[src/rtl/hf_demod_pkg.sv]
// rtl/hf_demod_pkg.sv - shared constants and helpers for the HF subcarrier demodulator
package hf_demod_pkg;

  localparam int EDGE_DETECT_THRESHOLD_DEFAULT = 5;

  typedef enum logic [2:0] {
    SNIFFER       = 3'd0,
    TAGSIM_LISTEN = 3'd1,
    TAGSIM_MOD    = 3'd2,
    READER_LISTEN = 3'd3,
    READER_MOD    = 3'd4
  } iso14443a_mode_e;

  // Edge filter output width: 3*max sample fits, plus a sign bit.
  function automatic int filt_width(input int adc_width);
    return adc_width + 3;
  endfunction

endpackage

[src/rtl/hf_edge_filter.sv]
// rtl/hf_edge_filter.sv - 5-tap Gaussian-derivative edge detector with 4-deep sample history
module hf_edge_filter
  import hf_demod_pkg::*;
#(
  parameter int ADC_WIDTH = 8
) (
  input  logic                              ck_1356meg,
  input  logic                              nreset,
  input  logic                              enable,
  input  logic [ADC_WIDTH-1:0]              adc_d,
  output logic [filt_width(ADC_WIDTH)-1:0]  f
);

  localparam int FW = filt_width(ADC_WIDTH);

  logic [ADC_WIDTH-1:0] x1, x2, x3, x4;
  logic [FW-1:0]        lag, lead;

  always_ff @(posedge ck_1356meg or negedge nreset) begin
    if (!nreset) begin
      x1 <= '0;
      x2 <= '0;
      x3 <= '0;
      x4 <= '0;
    end else if (!enable) begin
      x1 <= '0;
      x2 <= '0;
      x3 <= '0;
      x4 <= '0;
    end else begin
      x1 <= adc_d;
      x2 <= x1;
      x3 <= x2;
      x4 <= x3;
    end
  end

  // Both sums are zero-extended, so the two's-complement difference is exact.
  always_comb begin
    lag  = {2'b00, x4, 1'b0} + {3'b000, x3};
    lead = {2'b00, adc_d, 1'b0} + {3'b000, x1};
    f    = lag - lead;
  end

endmodule

[src/rtl/hf_subcarrier_demod.sv]
// rtl/hf_subcarrier_demod.sv - subcarrier edge demodulator, word packer and SSP master driver
module hf_subcarrier_demod
  import hf_demod_pkg::*;
#(
  parameter int ADC_WIDTH      = 8,
  parameter int SC_DIV         = 16,
  parameter int BITS_PER_FRAME = 8,
  parameter int THRESH_WIDTH   = 8
) (
  input  logic                        ck_1356meg,
  input  logic                        nreset,
  input  logic                        enable,
  input  logic [ADC_WIDTH-1:0]        adc_d,
  input  logic [THRESH_WIDTH-1:0]     threshold,
  input  logic [$clog2(SC_DIV)-1:0]   reset_phase,
  output logic                        curbit,
  output logic [BITS_PER_FRAME-1:0]   byte_out,
  output logic                        byte_strobe,
  output logic                        ssp_clk,
  output logic                        ssp_frame,
  output logic                        ssp_din
);

  localparam int PW   = $clog2(SC_DIV);
  localparam int KW   = $clog2(BITS_PER_FRAME);
  localparam int CW   = PW + KW;
  localparam int FW   = filt_width(ADC_WIDTH);
  localparam int CMPW = ((THRESH_WIDTH >= FW) ? THRESH_WIDTH : FW) + 2;

  logic [CW-1:0]              cnt;
  logic [PW-1:0]              p;
  logic [KW-1:0]              k, k_d;
  logic [FW-1:0]              f_raw;
  logic signed [FW-1:0]       f, fall_max, rise_min;
  logic signed [CMPW-1:0]     fall_ext, rise_ext, thr;
  logic [BITS_PER_FRAME-1:0]  collect, hold;
  logic                       f_pos, decision;

  hf_edge_filter #(.ADC_WIDTH(ADC_WIDTH)) u_edge_filter (
    .ck_1356meg (ck_1356meg),
    .nreset     (nreset),
    .enable     (enable),
    .adc_d      (adc_d),
    .f          (f_raw)
  );

  assign p = cnt[PW-1:0];
  assign k = cnt[CW-1:PW];

  always_comb begin
    f        = f_raw;
    f_pos    = !f_raw[FW-1] && (f_raw != '0);
    fall_ext = {{(CMPW-FW){fall_max[FW-1]}}, fall_max};
    rise_ext = {{(CMPW-FW){rise_min[FW-1]}}, rise_min};
    thr      = {{(CMPW-THRESH_WIDTH){1'b0}}, threshold};
    decision = (fall_ext > thr) && (rise_ext < -thr);
  end

  // Slot index BITS_PER_FRAME-1-k is ~k since the frame length is a power of two.
  always_ff @(posedge ck_1356meg or negedge nreset) begin
    if (!nreset) begin
      cnt         <= '0;
      k_d         <= '0;
      fall_max    <= '0;
      rise_min    <= '0;
      collect     <= '0;
      hold        <= '0;
      curbit      <= 1'b0;
      byte_out    <= '0;
      byte_strobe <= 1'b0;
      ssp_clk     <= 1'b0;
      ssp_frame   <= 1'b0;
      ssp_din     <= 1'b0;
    end else if (!enable) begin
      cnt         <= '0;
      k_d         <= '0;
      fall_max    <= '0;
      rise_min    <= '0;
      collect     <= '0;
      hold        <= '0;
      curbit      <= 1'b0;
      byte_out    <= '0;
      byte_strobe <= 1'b0;
      ssp_clk     <= 1'b0;
      ssp_frame   <= 1'b0;
      ssp_din     <= 1'b0;
    end else begin
      cnt <= cnt + CW'(1);
      if (p == reset_phase) begin
        curbit      <= decision;
        collect[~k] <= decision;
        fall_max    <= '0;
        rise_min    <= '0;
      end else begin
        if (f_pos && (f > fall_max))
          fall_max <= f;
        if (!f_pos && (f < rise_min))
          rise_min <= f;
      end

      byte_strobe <= (cnt == '0);
      if (cnt == '0) begin
        hold     <= collect;
        byte_out <= collect;
      end

      // k_d delays the slot select so ssp_din changes at offset 2, after hold has reloaded.
      ssp_clk   <= (p >= PW'(SC_DIV/2));
      ssp_frame <= (k == '0);
      k_d       <= k;
      ssp_din   <= hold[~k_d];
    end
  end

endmodule
[config.mk]
export PLATFORM = sky130hd
export DESIGN_NAME = hf_subcarrier_demod
export DESIGN_NICKNAME = d
export VERILOG_FILES = /design/src/rtl/hf_demod_pkg.sv /design/src/rtl/hf_edge_filter.sv /design/src/rtl/hf_subcarrier_demod.sv
export SDC_FILE = /design/constraint.sdc
export NUM_CORES = 1
export LEC_CHECK = 0
export ABC_CLOCK_PERIOD_IN_PS = 5600
export BUFFER_PORTS_ARGS = -buffer_cell sky130_fd_sc_hd__buf_2
export CORE_AREA = 2 2 109 111
export CTS_CLUSTER_SIZE = 14
export DETAILED_ROUTE_END_ITERATION = 16
export DIE_AREA = 0 0 111 113
export HOLD_SLACK_MARGIN = 0.08
export PLACE_DENSITY = 0.67
export SLEW_MARGIN = 40
export SYNTH_ARGS = -nofsm -noshare
export SYNTH_HDL_FRONTEND = slang
export SYNTH_SLANG_ARGS = --single-unit
[constraint.sdc]
create_clock -name ck_1356meg -period 5.6 [get_ports ck_1356meg]
set_input_delay 1.4 -clock ck_1356meg [delete_from_list [all_inputs] [get_ports ck_1356meg]]
set_output_delay 1.4 -clock ck_1356meg [all_outputs]
set_load 0.01 [all_outputs]
==> run metrics <==
run status finished clean; pin count of the biggest net entering global routing 86; Met3 Wirelength 461 µm; post-route worst setup slack 248.4 ps; number of routed nets with antenna violations 0; root buf cell clkbuf_16; number of violations of the max-capacitance limit 0; crit path kind input pin to register; Post-Synthesis Net Count 643; shortest period the worst path allows 5352 ps; routability congestion estimate from global placement 0.9055; highest metal layer with signal wires met4; clock tree buffer depth 2; drt total wl 11.65 mm; Top FF cell, synth dfrtp_1; part of the Yosys area used for sequential elements 39.20%; power density over the cells 310.1 nW/µm²; Die Y 113 µm; slew at the pin closest to its max-slew limit 807.1 ps; Setup WS pre-CTS -254.7 ps; beginning of the worst hold path u_edge_filter.x2[3]; leakage power summed over all cells 3.028 nW; starting density of the core 48.14%; Post-Synthesis Cell Area 5426 µm²; mean area per synthesized cell 9.884 µm²; number of instances in the synthesized netlist 549; R2R Setup Slk 970 ps; number of hold buffers added after CTS 0; 1st-pass router iterations 4; final setup skew 7.135 ps; starting DRC count in detailed routing 253; cell area after placement 5887 µm²; number of synthesized flops with an enable pin 0; number of cells on the worst hold path 1; data required time of the worst path 5860 ps; # nets final 697; WP data arrival 5610 ps; worst hold-check path type register to register; routed length on met1 5.205 mm; final clock period utilization by the worst path 95.56%; row count 39; DRC Markers 0; relative max-transition margin 45.96%; critical register-to-register path endpoint rise_min[4]; overall die width 111 µm; maximum VDD drop 173.6 µV; Hold Violations, Final 0; setup violators final 0; antenna violations before repair 0; share of cells above drive strength 1 15.13%; final routed wire length divided by cell count 15.51 µm; yosys synthesis warning count 0; startpoint of the lowest-slack register-to-register path u_edge_filter.x4[0]; pins over their slew limit 0; detailed route wirelength on metal2 5.579 mm; CP max stage cell fa_1; sum of overflow across all layers after global routing 0; vias in the first global route 4282; largest stage delay on the critical path 390 ps; async set-reset flop share out of synthesis 100.0%; number of diodes 0; TritonCTS clock tree done; floorplan die area 12540 µm²; IO buf count 35; clock-pin slew of the registers on the worst-case setup and hold paths 60 ps; global-route total usage across every layer 19.47%; number of ports placed on the die boundary 36; number of flip-flops and latches in the synthesized netlist 85; Synth-to-Final Area Change 14.41%; number of clock buffers inserted by TritonCTS 9; Worst-Skew Late Latency 340 ps; total number of H-tree levels 3; Max Freq 0.1869 GHz; hold-critical path endpoint u_edge_filter.x3[3]; critical path fanouts, max 5; via count 4139; element type at the critical path start input pin; power consumption 1.925 mW; Worst setup EP type register; number of sinks handled by clock tree synthesis 85; logic depth of the worst register-to-register path 25; wire length of the first global-routing pass 19.84 mm; final instance area 6208 µm²; DPL Wire Length 8.850 mm; post-DR vias/cell 5.511; Fillers 996; area of the placeable core 11270 µm²; Yosys cell types 56
## power by group
part           leakage (nW)  switching (mW)  internal (mW)  total, mW
clock network         0.123           0.236          0.299      0.536
registers              1.16          0.0432          0.659      0.702
logic                  1.75           0.373          0.314      0.687
## per-layer routing
metal	GRT usage, %	up-vias
li1	-	2040
met1	24.29	1978
met2	32.43	87
met3	4.392	34
met4	9.083	0
met5	0	-
## worst max-delay path by stage
stage	end	start	depth (start not counted)	slack (ps)
2_1_floorplan	fall_max[1]	adc_d[0]	23	70
3_3_place_gp	rise_min[0]	adc_d[0]	23	-130
3_5_place_dp	rise_min[6]	adc_d[0]	23	-250
4_1_cts	rise_min[6]	adc_d[0]	23	90
5_1_grt	rise_min[4]	adc_d[0]	25	-10
6_report	rise_min[4]	adc_d[0]	25	250
## per-stage QoR
step	hold slack, ps	utilization, %	setup TNS [ps]	std cells
final	452.1	55.08	0	751
after floorplan	433.7	-	0	549
after global placement	436.2	52.19	-1842	732
after CTS	453.8	54.55	0	748
after detailed placement	440.8	52.23	-3491	732
after global routing	474.3	55.08	-44.46	751
## what timing repair did
| item | 4_1_cts | 5_1_grt |
|---|---|---|
| setup buffers | 0 | 2 |
| endpoints found under the setup margin | 0 | 22 |
| gates resized for setup | 0 | 9 |
## Yosys cell counts, types with 4 or more instances
cell type | instances | area (µm²)
nor2_1 | 24 | 90.09
inv_1 | 49 | 183.9
nand4_1 | 9 | 56.30
nor2b_1 | 8 | 50.05
nand2b_1 | 7 | 43.79
dfrtp_1 | 85 | 2127
clkbuf_1 | 12 | 45.04
ha_1 | 68 | 850.8
nand3_1 | 11 | 55.05
and2_1 | 35 | 219.0
nor3b_1 | 5 | 37.54
o21ai_0 | 21 | 105.1
xor2_1 | 17 | 148.9
o32ai_1 | 4 | 35.03
o21a_1 | 5 | 37.54
o211ai_1 | 8 | 60.06
a22o_1 | 8 | 70.07
a21oi_1 | 25 | 125.1
o41ai_1 | 6 | 52.55
xnor2_1 | 13 | 113.9
mux2i_1 | 14 | 140.1
a21o_1 | 13 | 97.59
nand2_1 | 45 | 168.9
## worst max-delay path, delay by kind of cell
family | cells | cell delay, ps
AO/OA/AOI/OAI | 10 | 1340
buffers and inverters | 3 | 430
multiplexers | 1 | 180
AND/OR/NAND/NOR | 5 | 660
adder cells (fa/ha/maj) | 4 | 1210
XOR/XNOR | 2 | 380
## registers in the layout (all words and copies together), names as in the netlist, 7 cells and up
register and flops:
fall_max 11, rise_min 11, collect 8, hold 8, u_edge_filter.x1 8, u_edge_filter.x2 8, u_edge_filter.x3 8, u_edge_filter.x4 8
cnt 7
## cell usage in the layout (no fill, tap or decap), types with 3 or more instances in the layout
cell and count:
a21oi_1 23, clkbuf_16 9, nor2_1 23, or4_1 3, dfrtp_1 85, o211ai_1 8, o21ai_0 19, nor3_1 3
xnor2_1 13, inv_1 49, or2_2 3, nor3b_1 4, a22o_1 8, o31ai_1 3, o21ai_1 3, nand4_1 9
nand2b_1 7, o21a_1 5, nor2b_1 8, or3_1 3, a21o_1 13, clkbuf_1 3, buf_4 22, a31oi_1 3
nor4_1 3, ha_1 68, xor2_1 16, fa_1 3, o32ai_1 4, nand2_1 45, nand3_1 11, and2_1 35
o41ai_1 6, mux2i_1 14, buf_2 34, o21bai_1 3
## cells by family (layout without fill, tap and decap cells)
| kind of cell | after synthesis | in the layout | share of synthesized area, % |
|---|---|---|---|
| mux | 17 | 17 | 3.620 |
| buf+inv | 65 | 124 | 4.565 |
| xor+xnor | 30 | 30 | 4.842 |
| compound gates | 116 | 116 | 15.01 |
| simple gates | 165 | 165 | 15.98 |
| flops | 85 | 85 | 39.20 |
| fa+ha+maj | 71 | 71 | 16.79 |
## cell type report
| class | instances | area (µm²) | share of cell area (%) |
|---|---|---|---|
| well taps | 143 | 178.9 | 2.882 |
| flip-flops and latches | 85 | 2127 | 34.26 |
| clock inverters | 4 | 25.02 | 0.4031 |
| inverters | 50 | 187.7 | 3.023 |
| repair buffers | 58 | 360.3 | 5.804 |
| multi-input cells | 399 | 3093 | 49.82 |
| clock buffers | 12 | 236.5 | 3.809 |
Note: power is estimated with default switching activity, not from simulation.
